<file path="config.mk">
export PLATFORM = sky130hd
export DESIGN_NAME = edusoc_data_arbiter
export DESIGN_NICKNAME = d
export VERILOG_FILES = /design/src/rtl/edusoc_data_arbiter_pkg.sv /design/src/rtl/edusoc_bus_timer.sv /design/src/rtl/edusoc_data_arbiter.sv
export SDC_FILE = /design/constraint.sdc
export NUM_CORES = 1
export LEC_CHECK = 0
export CORE_AREA = 2 2 122 124
export CTS_CLUSTER_DIAMETER = 60
export DETAILED_ROUTE_END_ITERATION = 10
export DIE_AREA = 0 0 124 126
export HOLD_SLACK_MARGIN = 0.03
export PLACE_DENSITY = 0.61
export SLEW_MARGIN = 30
export SYNTH_ARGS = -nofsm -noshare
export SYNTH_HDL_FRONTEND = slang
export SYNTH_SLANG_ARGS = --single-unit
</file>
<file path="constraint.sdc">
create_clock -name CPU_CLK -period 5.05 [get_ports CPU_CLK]
set_input_delay 1.515 -clock CPU_CLK [delete_from_list [all_inputs] [get_ports CPU_CLK]]
set_output_delay 1.515 -clock CPU_CLK [all_outputs]
set_load 0.02 [all_outputs]
</file>
<file path="src/rtl/edusoc_data_arbiter_pkg.sv">
// Shared definitions for the EduSoC data-port arbiter and its bus timer.
// Holds the data-bus widths, the default error read data, the arbiter state
// encoding, the master (owner) codes and a helper that sizes the bus timer.
package edusoc_data_arbiter_pkg;

  localparam int unsigned ADDR_W = 32;
  localparam int unsigned DATA_W = 32;
  localparam int unsigned BE_W   = 4;

  localparam logic [DATA_W-1:0] DEF_ERR_RDATA = 32'hDEADBEEF;

  typedef enum logic {
    ST_IDLE = 1'b0,
    ST_BUSY = 1'b1
  } arb_state_e;

  localparam logic MST_0 = 1'b0;
  localparam logic MST_1 = 1'b1;

  // Counter width able to hold `limit`; at least one bit so a disabled timer still elaborates.
  function automatic int unsigned cnt_width(input int unsigned limit);
    return (limit < 1) ? 1 : $clog2(limit + 1);
  endfunction

endpackage

</file>
<file path="src/rtl/edusoc_bus_timer.sv">
// Saturating transaction cycle counter for an EduSoC bus port.
// Ports:
//   clk_i      clock
//   rst_i      asynchronous active-high reset
//   start_i    transaction granted this cycle; the counter reads 1 in the first busy cycle
//   run_i      transaction in progress; the counter advances and saturates, never wraps
//   expired_o  the count has reached LIMIT while running (never asserted when LIMIT is 0)
module edusoc_bus_timer
  import edusoc_data_arbiter_pkg::*;
#(
  parameter int unsigned LIMIT = 255
) (
  input  logic clk_i,
  input  logic rst_i,
  input  logic start_i,
  input  logic run_i,
  output logic expired_o
);

  localparam int unsigned CntW     = cnt_width(LIMIT);
  localparam logic [CntW-1:0] CntMax   = '1;
  localparam logic [CntW-1:0] LimitVal = CntW'(LIMIT);

  logic [CntW-1:0] cnt_q, cnt_d;

  always_comb begin
    cnt_d = '0;
    if (start_i) begin
      cnt_d = CntW'(1);
    end else if (run_i) begin
      cnt_d = (cnt_q == CntMax) ? cnt_q : cnt_q + 1'b1;
    end
  end

  always_ff @(posedge clk_i or posedge rst_i) begin
    if (rst_i) begin
      cnt_q <= '0;
    end else begin
      cnt_q <= cnt_d;
    end
  end

  assign expired_o = (LIMIT != 0) && run_i && (cnt_q == LimitVal);

endmodule

</file>
<file path="src/rtl/edusoc_data_arbiter.sv">
// Two-master round-robin arbiter for the single EduSoC data port.
// One transaction is granted at a time and held until DATA_VALID or a bus timeout.
// Ports:
//   CPU_CLK, CPU_RES              clock, asynchronous active-high reset
//   M0_*/M1_* (REQ,WE,BE,ADDR,WDATA)  master requests and attributes
//   M0_VALID/M1_VALID, *_RDATA    completion pulse and read data per master
//   DATA_REQ/WE/BE/ADDR/WDATA     forwarded request towards edusoc (0 while idle)
//   DATA_VALID, DATA_RDATA        completion from edusoc
//   BUSY, OWNER                   grant status; OWNER keeps the last grantee
//   TIMEOUT_ERR, TIMEOUT_CLR      sticky timeout flag and its clear
module edusoc_data_arbiter
  import edusoc_data_arbiter_pkg::*;
#(
  parameter int unsigned       TIMEOUT_CYCLES = 255,
  parameter logic [DATA_W-1:0] ERR_RDATA      = DEF_ERR_RDATA
) (
  input  logic              CPU_CLK,
  input  logic              CPU_RES,
  input  logic              M0_REQ,
  input  logic              M0_WE,
  input  logic [BE_W-1:0]   M0_BE,
  input  logic [ADDR_W-1:0] M0_ADDR,
  input  logic [DATA_W-1:0] M0_WDATA,
  output logic              M0_VALID,
  output logic [DATA_W-1:0] M0_RDATA,
  input  logic              M1_REQ,
  input  logic              M1_WE,
  input  logic [BE_W-1:0]   M1_BE,
  input  logic [ADDR_W-1:0] M1_ADDR,
  input  logic [DATA_W-1:0] M1_WDATA,
  output logic              M1_VALID,
  output logic [DATA_W-1:0] M1_RDATA,
  output logic              DATA_REQ,
  output logic              DATA_WE,
  output logic [BE_W-1:0]   DATA_BE,
  output logic [ADDR_W-1:0] DATA_ADDR,
  output logic [DATA_W-1:0] DATA_WDATA,
  input  logic              DATA_VALID,
  input  logic [DATA_W-1:0] DATA_RDATA,
  output logic              BUSY,
  output logic              OWNER,
  output logic              TIMEOUT_ERR,
  input  logic              TIMEOUT_CLR
);

  arb_state_e state_q;
  logic       owner_q;
  logic       pri_q;
  logic       err_q;

  logic       busy;
  logic       any_req;
  logic       winner;
  logic       expired;
  logic       timed_out;
  logic       done;
  logic [DATA_W-1:0] cpl_rdata;

  assign busy    = (state_q == ST_BUSY);
  assign any_req = M0_REQ | M1_REQ;
  // Contention goes to the priority pointer; a lone requester always wins.
  assign winner  = (M0_REQ && M1_REQ) ? pri_q : (M1_REQ ? MST_1 : MST_0);

  edusoc_bus_timer #(
    .LIMIT(TIMEOUT_CYCLES)
  ) u_timer (
    .clk_i    (CPU_CLK),
    .rst_i    (CPU_RES),
    .start_i  ((state_q == ST_IDLE) && any_req),
    .run_i    (busy),
    .expired_o(expired)
  );

  // A real completion in the timeout cycle takes precedence over the timeout.
  assign timed_out = busy && expired && !DATA_VALID;
  assign done      = busy && (DATA_VALID || expired);
  assign cpl_rdata = DATA_VALID ? DATA_RDATA : ERR_RDATA;

  always_ff @(posedge CPU_CLK or posedge CPU_RES) begin
    if (CPU_RES) begin
      state_q <= ST_IDLE;
      owner_q <= MST_0;
      pri_q   <= MST_0;
      err_q   <= 1'b0;
    end else begin
      unique case (state_q)
        ST_IDLE: begin
          if (any_req) begin
            owner_q <= winner;
            pri_q   <= ~winner;
            state_q <= ST_BUSY;
          end
        end
        ST_BUSY: begin
          if (done) begin
            state_q <= ST_IDLE;
          end
        end
        default: state_q <= ST_IDLE;
      endcase
      // Set wins over a simultaneous clear.
      if (timed_out) begin
        err_q <= 1'b1;
      end else if (TIMEOUT_CLR) begin
        err_q <= 1'b0;
      end
    end
  end

  always_comb begin
    DATA_REQ   = 1'b0;
    DATA_WE    = 1'b0;
    DATA_BE    = '0;
    DATA_ADDR  = '0;
    DATA_WDATA = '0;
    M0_VALID   = 1'b0;
    M0_RDATA   = '0;
    M1_VALID   = 1'b0;
    M1_RDATA   = '0;
    if (busy) begin
      DATA_REQ = 1'b1;
      if (owner_q == MST_1) begin
        DATA_WE    = M1_WE;
        DATA_BE    = M1_BE;
        DATA_ADDR  = M1_ADDR;
        DATA_WDATA = M1_WDATA;
      end else begin
        DATA_WE    = M0_WE;
        DATA_BE    = M0_BE;
        DATA_ADDR  = M0_ADDR;
        DATA_WDATA = M0_WDATA;
      end
    end
    if (done) begin
      if (owner_q == MST_1) begin
        M1_VALID = 1'b1;
        M1_RDATA = cpl_rdata;
      end else begin
        M0_VALID = 1'b1;
        M0_RDATA = cpl_rdata;
      end
    end
  end

  assign BUSY        = busy;
  assign OWNER       = owner_q;
  assign TIMEOUT_ERR = err_q;

endmodule

</file>
Word-level counts from Yosys, hierarchy flattened
Index checks and enable logic that the tools add are counted.
Widths: inputs -> output; s select.
- register bits after elaboration: 12
- output and inout port bits: 139
- input port bits: 176
- equal/unequal tests: 2
- $add $sub $neg: 1
- reductions and logical operators: 10
- muxes and demuxes: 28
- bitwise gates (word level): 3
- operators by type and width (kind ; number):
    $mux 32 ; 9
    $mux 8 ; 3
    $mux 1 ; 13
    $add 8x1->8 const B ; 1
    $eq 8x8->1 const B ; 1
    $mux 4 ; 2
    $logic_and 1x1->1 ; 6
    $ne 3x2->1 const B ; 1
    $not 1->1 ; 2
    $pmux 1 s2 ; 1
    $reduce_and 2->1 ; 1
    $reduce_bool 2->1 ; 1
    $logic_not 1->1 ; 1
    $logic_or 1x1->1 ; 1
    $or 1x1->1 ; 1

Longest topological paths before layout
Gate-level depths: netlist (run 1).
- depth in word-level cells: 6
- gate-level depth with buffers: 6
- gate-level depth less buffers: 4

Cells and area by module
From an unflattened synthesis (run 1), not the netlist that was laid out.
- cells, all modules: 332
- area total of the unflattened synthesis: 2472.4 µm²
- modules (own cells, without submodules) (module ; cells an instance ; area an instance (µm²) ; seq. area each (µm²) ; instances):
    edusoc_data_arbiter ; 286 ; 2038.2 ; 100.1 ; 1
    edusoc_bus_timer ; 46 ; 434.2 ; 200.2 ; 1

Worst setup path after synthesis (run 1)
No wires, ideal clock.
- path type: input port to output port
- start: in DATA_VALID
- end: out M0_RDATA[0]
- stages: 4
- arrival: 2.625 ns
- setup slack: 0.910 ns
- buffers on the path: 2
- cell sequence: clkbuf_1 > or3_4 > clkbuf_1 > a21oi_1
- cells in the longest elaborated chain, start to end: 3
- elaborated cells between the ends (all ways): 5
- those cells by class: mux: 3; reduce/logical: 2
- RTL lines (element ; RTL line ; source):
    start: declaration ; edusoc_data_arbiter.sv:38 ; input logic DATA_VALID,
    $mux 32 or $logic_or 1x1->1 (tied branches) ; edusoc_data_arbiter.sv:77, edusoc_data_arbiter.sv:76 ;
    $mux 32 or $logic_and 1x1->1 (tied branches) ; edusoc_data_arbiter.sv:135, edusoc_data_arbiter.sv:76 ;
    $mux 32 (*) ; edusoc_data_arbiter.sv:134 ; if (done) begin
    end: declaration ; edusoc_data_arbiter.sv:25 ; output logic [DATA_W-1:0] M0_RDATA,
Every way passes the cells marked *; elsewhere a longest branch is shown, timed or not.

Worst setup path in the final report (run 1)
- start: in DATA_VALID
- end: out M1_RDATA[10]
- cells in the longest elaborated chain, start to end: 3
- elaborated cells between the ends (all ways): 5
- those cells by class: mux: 3; reduce/logical: 2
- RTL lines (element ; RTL line ; source):
    $mux 32 or $logic_or 1x1->1 (tied branches) ; edusoc_data_arbiter.sv:77, edusoc_data_arbiter.sv:76 ;
    $mux 32 or $logic_and 1x1->1 (tied branches) ; edusoc_data_arbiter.sv:135, edusoc_data_arbiter.sv:76 ;
    $mux 32 (*) ; edusoc_data_arbiter.sv:134 ;
    end: declaration ; edusoc_data_arbiter.sv:32 ; output logic [DATA_W-1:0] M1_RDATA,
Marked as above.

==> results of run 1 <==
final cells by class:
cell class	count	area, um2
clock buffer	4	88.8
timing repair buffer	318	3190
multi-input combinational	274	1760
tap	184	230
inverter	4	15.0
sequential	12	304
fill	1441	8730
layout by cell type, fill, tap and decap left out, types with 2 or more instances in the layout:
cell type	instances
a21oi_1	35
nand2_1	27
buf_4	2
or3_4	2
o21ai_0	4
clkdlybuf4s50_1	314
nor2_1	73
and3_1	17
nand2b_1	2
a31oi_1	5
mux2i_1	69
nor3_1	5
inv_1	3
dfrtp_1	11
o311a_1	2
o21bai_1	2
clkbuf_16	3
nand3_1	3
a21oi_2	20
state kept, by name (all words and copies together), names as in the netlist:
name	cells
u_timer.cnt_q	8
BUSY	1
TIMEOUT_ERR	1
OWNER	1
pri_q	1
through the flow:
stage,std cells,total power [mW],utilization (%),hold slack [ns]
floorplan,323,0.658,-,0.451
global placement,791,1.13,38.3,0.465
detailed placement,791,1.14,38.3,0.476
CTS,795,1.30,38.9,0.483
global route,796,1.37,39.0,0.509
finish,796,1.29,39.0,0.485
per-layer routing:
layer / part of all wire, % / global-route usage (%) / vias up / wire length [um]
met5: 0.29 / 0 / - / 38
met3: 12 / 5.34 / 16 / 1540
met1: 36 / 15.0 / 1557 / 4600
li1: - / - / 1709 / -
met2: 51 / 28.5 / 194 / 6600
met4: 0.97 / 2.64 / 6 / 125
power by group through the flow:
stage | registers [mW] | logic [mW] | clock network (mW)
final | 0.170 | 0.960 | 0.160
after global routing | 0.176 | 1.03 | 0.170
after CTS | 0.170 | 0.969 | 0.165
after detailed placement | 0.172 | 0.964 | 0
after global placement | 0.170 | 0.959 | 0
after floorplan | 0.132 | 0.525 | 0
how the worst max path moves through the flow:
stage                        end  slack, ns
floorplan            M0_RDATA[0]       0.91
global placement    M1_RDATA[31]       0.10
detailed placement   M1_RDATA[7]       0.04
CTS                  M1_RDATA[7]       0.04
global route        M1_RDATA[15]       0.09
finish              M1_RDATA[10]       0.13
cell families after synthesis:
family / after synthesis
AO/OA/AOI/OAI: 70
buffers and inverters: 38
adder cells (fa/ha/maj): 1
multiplexers: 69
flip-flops: 12
AND/OR/NAND/NOR: 133
worst max-delay path, stage by stage:
cell	delay, ns
clkdlybuf4s50_1	0.47
or3_4	0.59
a21oi_1	0.19
clkdlybuf4s50_1	0.64
repair_timing:
action | 4_1_cts | 5_1_grt
gates resized for setup | 0 | 2
buffers inserted | 0 | 0
endpoints found under the setup margin | 0 | 10
==> impl_metrics.toml, run 1 <==
[placement]
portBuffers = 314
place_area_um2 = 5480
pre_cts_slack_ns = 0.0434
place.detailed.hpwl_um = 10600
place.gp.congestion = 0.833

[setup_path]
cp-end-kind = "primary output"
startpoint_type = "input pin"
reg2reg_depth = 3
critPathRequiredTime_ns = 3.54
critPathMaxFanout = 24
regToRegSetupSlack_ns = 3.51
crit_arrival_ns = 3.40
r2r-start = "BUSY"
crit_type = "input pin to primary output"
timing.rr.end = "u_timer.cnt_q[0]"
startpoint = "DATA_VALID"

[synthesis]
ys_ff_latch = 12
ys_warn_count = 0
synthesis.nets = 500
synth-main-ff-cell = "dfrtp_1"
synth-edff-count = 0
synthSimpleGateAreaFrac_pct = 26.3
yosys-top-cells-count = "73 x nor2_1, 69 x mux2i_1, 35 x a21oi_1, 27 x nand2_1, 20 x a21oi_2"
yosysMostFrequentCell = "nor2_1"
synthCells = 323
synthAdderAreaFrac_pct = 0.563
yosysSeqAreaShare_pct = 13.5
async_flop_share_pct = 100
synth_top_family_by_area = "multiplexers"
synth_area_leader_cell = "mux2i_1"
synth_xor_area_share_pct = 0
syn_area_per_cell_um2 = 6.88
syn_area_um2 = 2220
synthTopCellsByArea = "mux2i_1 31%, dfrtp_1 14%, nor2_1 12%"
synthMuxAreaShare_pct = 31.1
synth_compound_area_share_pct = 20.5
synth_cell_types = 30
yosys.area.top_type_share_pct = 31.1

[routing]
ant_nets = 0
detail_route.vias_per_cell = 4.37
routed_wl_um = 12900
num_vias = 3482
drc = 0
drt_iter0_drc = 117
drt-wirelength-per-cell_um = 16.2
first_pass_iters = 4

[floorplanning]
die_x_um = 124
io_pins = 315
dieHeight_um = 126
dieArea_um2 = 15600
initial_core_util_pct = 15.5
core_area_um2 = 14300
rows = 44

[cts]
clock_latency_ns = 0.24
path_clk_slew_ns = 0.04
h-tree-depth = 1
ctsLongestPathBuffers = 2
numCtsBuffers = 3
cts_sinks = 12
cts_hold_buf = 0
cts_tree = "built"
cts_root_buf = "clkbuf_16"

[power_and_ir_drop]
p_switching_mw = 0.558
vdd.ir_drop.worst_mv = 0.0870
internal-power_mw = 0.733
p_clk_share_pct = 12.4
cellPowerDensity_nw_per_um2 = 231
p_comb_share_pct = 74.4
p_leak_nw = 2.29
seqPwrFrac_pct = 13.2
switching_share_pct = 43.2

[final_layout]
layout-drive-gt1-share_pct = 5.56
diodes = 0
synthToLayoutAreaGrowth_pct = 151
nets = 790
final_area_um2 = 5580

[sta]
max_freq_ghz = 0.203
tns_ns = 0
layout_setup_ws_ns = 0.131
setup_viol = 0
drv_slew = 0
final_hold_viol_count = 0
period_minus_slack_ns = 4.92
fin_crit_sh_pct = 97.4
rsz0062_at_grt = "no"
slew-limit-headroom_pct = 43.5
skew_ns = 0.00366
worst_pin_slew_ns = 0.846

[run]
maxCapViolations = 0

[grt]
grt_use_total_pct = 14.8
grt_first_pass_wirelength_um = 18000
grt_start_max_net_pins = 53
grt_pass1_vias = 3355
overflow = 0
antenna_found_initial = 3

[min_path]
worstHoldEndpoint = "pri_q"
holdPathStages = 1
hp-class = "register to register"
min-delay-start = "pri_q"

[outcome]
status = "finished, final reports clean"
Note: power is estimated with default switching activity, not from simulation.
==> inputs of run 2 (changes only) <==
--- a/config.mk
+++ b/config.mk
@@ -5,12 +5,14 @@
 export SDC_FILE = /design/constraint.sdc
 export NUM_CORES = 1
 export LEC_CHECK = 0
+export ABC_CLOCK_PERIOD_IN_PS = 5050
 export CORE_AREA = 2 2 122 124
 export CTS_CLUSTER_DIAMETER = 60
 export DETAILED_ROUTE_END_ITERATION = 10
 export DIE_AREA = 0 0 124 126
 export HOLD_SLACK_MARGIN = 0.03
 export PLACE_DENSITY = 0.61
+export SETUP_SLACK_MARGIN = 0.05
 export SLEW_MARGIN = 30
 export SYNTH_ARGS = -nofsm -noshare
 export SYNTH_HDL_FRONTEND = slang
==> run 2 against run 1 <==
  * Clock skew hardly changed
  * Fmax is 0.42% lower
  * Sequential share of layout area stayed put
  * Global-route usage stayed put
  * Hold slack worse by 0.0025 ns
  * Cell count stayed put
  * Non-clock buffer count stayed put
  * Setup slack worse by 0.021 ns
  * Cell area stayed put
  * Critical endpoint unchanged
  * Utilization stayed put
  * Highest routed layer unchanged
==> impl_metrics.toml, run 2 (synthesis results as in run 1) <==
[cts]
path_clk_slew_ns = 0.04
cts_setup_buffers = 0
clock_latency_ns = 0.24
h-tree-depth = 1
cts_hold_buf = 0
cts_root_buf = "clkbuf_16"
cts_tree = "built"
numCtsBuffers = 3
ctsLongestPathBuffers = 2
cts_sinks = 12

[routing]
routed_wl_um = 12900
met3_length_um = 1550
first_pass_iters = 4
detail_route.vias_per_cell = 4.38
wl_met2_um = 6590
drt_iter0_drc = 117
num_vias = 3485
ant_nets = 0
drt-wirelength-per-cell_um = 16.2
wl_met1_um = 4590
drc = 0
top_layer = "met5"

[placement]
place.gp.congestion = 0.833
place.detailed.hpwl_um = 10600
pre_cts_slack_ns = 0.0434
place_area_um2 = 5480
portBuffers = 314

[final_layout]
final_area_um2 = 5580
synthToLayoutAreaGrowth_pct = 151
largest_register_ffs = 8
layout-drive-gt1-share_pct = 5.56
final_common_cell = "clkdlybuf4s50_1"
nets = 790
top_register = "u_timer.cnt_q"
layout_common_cells = "314 x clkdlybuf4s50_1, 73 x nor2_1, 69 x mux2i_1"
fillers = 1441
diodes = 0

[sta]
skew_ns = 0.00360
period_minus_slack_ns = 4.94
final_hold_viol_count = 0
max_freq_ghz = 0.202
worst_pin_slew_ns = 0.846
layout_setup_ws_ns = 0.110
rsz0062_at_grt = "no"
slew-limit-headroom_pct = 43.4
tns_ns = 0
setup_viol = 0
holdWs_ns = 0.483
fin_crit_sh_pct = 97.8
drv_slew = 0

[floorplanning]
dieArea_um2 = 15600
rows = 44
core_area_um2 = 14300
dieHeight_um = 126
io_pins = 315
initial_core_util_pct = 15.5
die_x_um = 124

[grt]
overflow = 0
grt_use_total_pct = 14.8
grt_start_max_net_pins = 53
antenna_found_initial = 3
grt_pass1_vias = 3353
grt_first_pass_wirelength_um = 18000

[setup_path]
crit_type = "input pin to primary output"
cp-end-kind = "primary output"
crit_arrival_ns = 3.42
startpoint_type = "input pin"
critPathRequiredTime_ns = 3.54
critPathMaxFanout = 24

[power_and_ir_drop]
cellPowerDensity_nw_per_um2 = 231
vdd.ir_drop.worst_mv = 0.0870
p_leak_nw = 2.29
p_total_mw = 1.29

[min_path]
hp-class = "register to register"

[outcome]
status = "finished, final reports clean"

[run]
maxCapViolations = 0
## run 2: cell counts in the layout (fill, tap and decap cells not counted)
Identical to the previous run, type by type.
## run 2: final timing paths
kind,start,to,slack (ns),cells past startpoint
setup / recovery,DATA_VALID,M1_RDATA[10],0.11,4
hold / removal,pri_q,pri_q,0.48,1
setup reg to reg,BUSY,u_timer.cnt_q[0],3.51,3
hold reg to reg,pri_q,pri_q,0.48,1
max in group asynchronous,CPU_RES,OWNER,3.08,2
min in group asynchronous,CPU_RES,u_timer.cnt_q[7],1.61,2
## run 2: area by class of cell
cell class,count,area [um2],share of cell area [%]
clock buffer,4,88.8,1.59
sequential,12,304,5.45
inverter,4,15.0,0.269
tap,184,230,4.12
timing repair buffer,318,3190,57.1
multi-input combinational,274,1760,31.4
## run 2: stage by stage
step                instances  utilization [%]
finish                    796             39.0
CTS                       795             38.9
global route              796             39.0
detailed placement        791             38.3
global placement          791             38.3
floorplan                 323                -
## run 2: power breakdown
part	leakage, nW	switching, mW	internal, mW
sequential	0.153	0.0556	0.115
combinational	2.10	0.462	0.499
clock	0.0442	0.0405	0.119
total	2.29	0.558	0.733
## run 2: what timing repair did
action | 4_1_cts | 5_1_grt
resized for setup | 0 | 2
setup endpoints to repair | 5 | 23
gates cloned | 0 | 1
pin swaps | 1 | 1
## run 2: critical path, stage by stage
cell             delay [ns]
clkdlybuf4s50_1        0.47
or3_4                  0.61
a21oi_1                0.19
clkdlybuf4s50_1        0.64
## run 2: layer usage
metal  vias up  GRT usage [%]
met5         -              0
met4         6           2.64
met3        16           5.34
met2       197           28.5
met1      1558           15.0
li1       1708              -
==> inputs of run 3 (changes only) <==
--- a/config.mk
+++ b/config.mk
@@ -12,6 +12,7 @@
 export DIE_AREA = 0 0 124 126
 export HOLD_SLACK_MARGIN = 0.03
 export PLACE_DENSITY = 0.61
+export REMOVE_ABC_BUFFERS = 1
 export SETUP_SLACK_MARGIN = 0.05
 export SLEW_MARGIN = 30
 export SYNTH_ARGS = -nofsm -noshare
==> run 3 against run 2 <==
  * Largest cell class unchanged
  * Critical endpoint is now M1_RDATA[12]
  * Sequential cell count stayed put
  * Clock power hardly changed
  * Combinational power hardly changed
  * First-iteration DRC count is 40% lower
  * Via count is 0.14% lower
  * Hold slack better by 0.018 ns
  * Register-to-register slack worse by 0.36 ns
  * Cell count is 0.50% higher
==> impl_metrics.toml, run 3 (synthesis results as in run 1) <==
[outcome]
status = "finished, final reports clean"

[floorplanning]
initial_core_util_pct = 15.5
dieHeight_um = 126
dieArea_um2 = 15600
die_x_um = 124
core_area_um2 = 14300
io_pins = 315
rows = 44

[power_and_ir_drop]
seqPwrFrac_pct = 12.7
p_comb_share_pct = 74.8
internal-power_mw = 0.731
p_total_mw = 1.29
p_clk_share_pct = 12.5
vdd.ir_drop.worst_mv = 0.117
p_switching_mw = 0.557
cellPowerDensity_nw_per_um2 = 228
p_leak_nw = 2.66
switching_share_pct = 43.2

[setup_path]
startpoint_type = "input pin"
cp-end-kind = "primary output"
critPathRequiredTime_ns = 3.54
crit_arrival_ns = 3.43
crit_type = "input pin to primary output"
critPathMaxFanout = 13

[routing]
num_vias = 3480
ant_nets = 0
drt_iter0_drc = 70
detail_route.vias_per_cell = 4.35
drc = 0
drt-wirelength-per-cell_um = 16.0
first_pass_iters = 4
routed_wl_um = 12800

[final_layout]
final_util_pct = 39.6
synthToLayoutAreaGrowth_pct = 155
layout-drive-gt1-share_pct = 6.02
largest_register_ffs = 8
layout_common_cells = "294 x clkdlybuf4s50_1, 73 x nor2_1, 69 x mux2i_1"
nets = 793
fillers = 1436
final_common_cell = "clkdlybuf4s50_1"
top_register = "u_timer.cnt_q"
final_cells = 800

[sta]
period_minus_slack_ns = 4.95
layout_setup_ws_ns = 0.101
rsz0062_at_grt = "no"
slew-limit-headroom_pct = 42.0
skew_ns = 0.00188
fin_crit_sh_pct = 98.0
drv_slew = 0
setup_viol = 0
final_hold_viol_count = 0
worst_pin_slew_ns = 0.868
max_freq_ghz = 0.202

[placement]
portBuffers = 314
place.gp.congestion = 0.845
pre_cts_slack_ns = 0.0731
place_inst = 795
place.detailed.hpwl_um = 10700

[cts]
post_cts_resized = 0
h-tree-depth = 1
numCtsBuffers = 3
cts_hold_buf = 0
ctsLongestPathBuffers = 2
path_clk_slew_ns = 0.04
cts_tree = "built"
cts_sinks = 12
clock_latency_ns = 0.24
cts_setup_buffers = 0
cts_root_buf = "clkbuf_16"

[grt]
grt_start_max_net_pins = 51
grt_first_pass_wirelength_um = 18100
grt_pass1_vias = 3305
grt_use_total_pct = 14.9
overflow = 0
antenna_found_initial = 1

[min_path]
hp-class = "register to register"

[run]
maxCapViolations = 0
run 3: layer usage:
metal	vias to the layer above	global-route usage, %	wire, um
li1	1713	-	-
met1	1544	17.2	4990
met2	211	26.7	6210
met3	12	4.62	1390
met4	0	3.50	218
met5	-	0	0
run 3: layout make-up:
class	count	area, um2	share of cell area (%)
flip-flops and latches	12	304	5.37
clock buffers	4	88.8	1.57
diodes	1	2.50	0.0442
multi-input cells	273	1740	30.8
repair buffers	322	3280	57.9
inverters	4	15.0	0.265
well taps	184	230	4.07
run 3: power groups by stage:
stage / clock, mW / combinational [mW] / sequential, mW
finish: 0.160 / 0.964 / 0.164
global route: 0.170 / 1.03 / 0.170
CTS: 0.163 / 0.975 / 0.164
detailed placement: 0 / 0.969 / 0.165
global placement: 0 / 0.964 / 0.163
floorplan: 0 / 0.474 / 0.193
run 3: path summary, 6_finish.rpt:
kind	startpoint	end	slack, ns	cells past startpoint
max in group asynchronous	CPU_RES	OWNER	3.06	2
min	pri_q	pri_q	0.50	1
min in group asynchronous	CPU_RES	OWNER	1.62	2
max	DATA_VALID	M1_RDATA[12]	0.10	5
min reg2reg	pri_q	pri_q	0.50	1
max reg2reg	BUSY	pri_q	3.15	4
run 3: stage by stage:
| step | TNS, ns | hold slack [ns] | area [um2] |
|---|---|---|---|
| floorplan | -21.48 | 0.452 | 2060 |
| global placement | 0 | 0.466 | 5520 |
| detailed placement | 0 | 0.484 | 5520 |
| finish | 0 | 0.501 | 5660 |
| global route | 0 | 0.529 | 5660 |
| CTS | 0 | 0.494 | 5610 |
run 3: worst max-delay path, cell delays in order:
cell and delay (ns):
clkdlybuf4s50_1 0.44, or3_4 0.51, buf_4 0.21, a21oi_1 0.12, clkdlybuf4s50_1 0.64
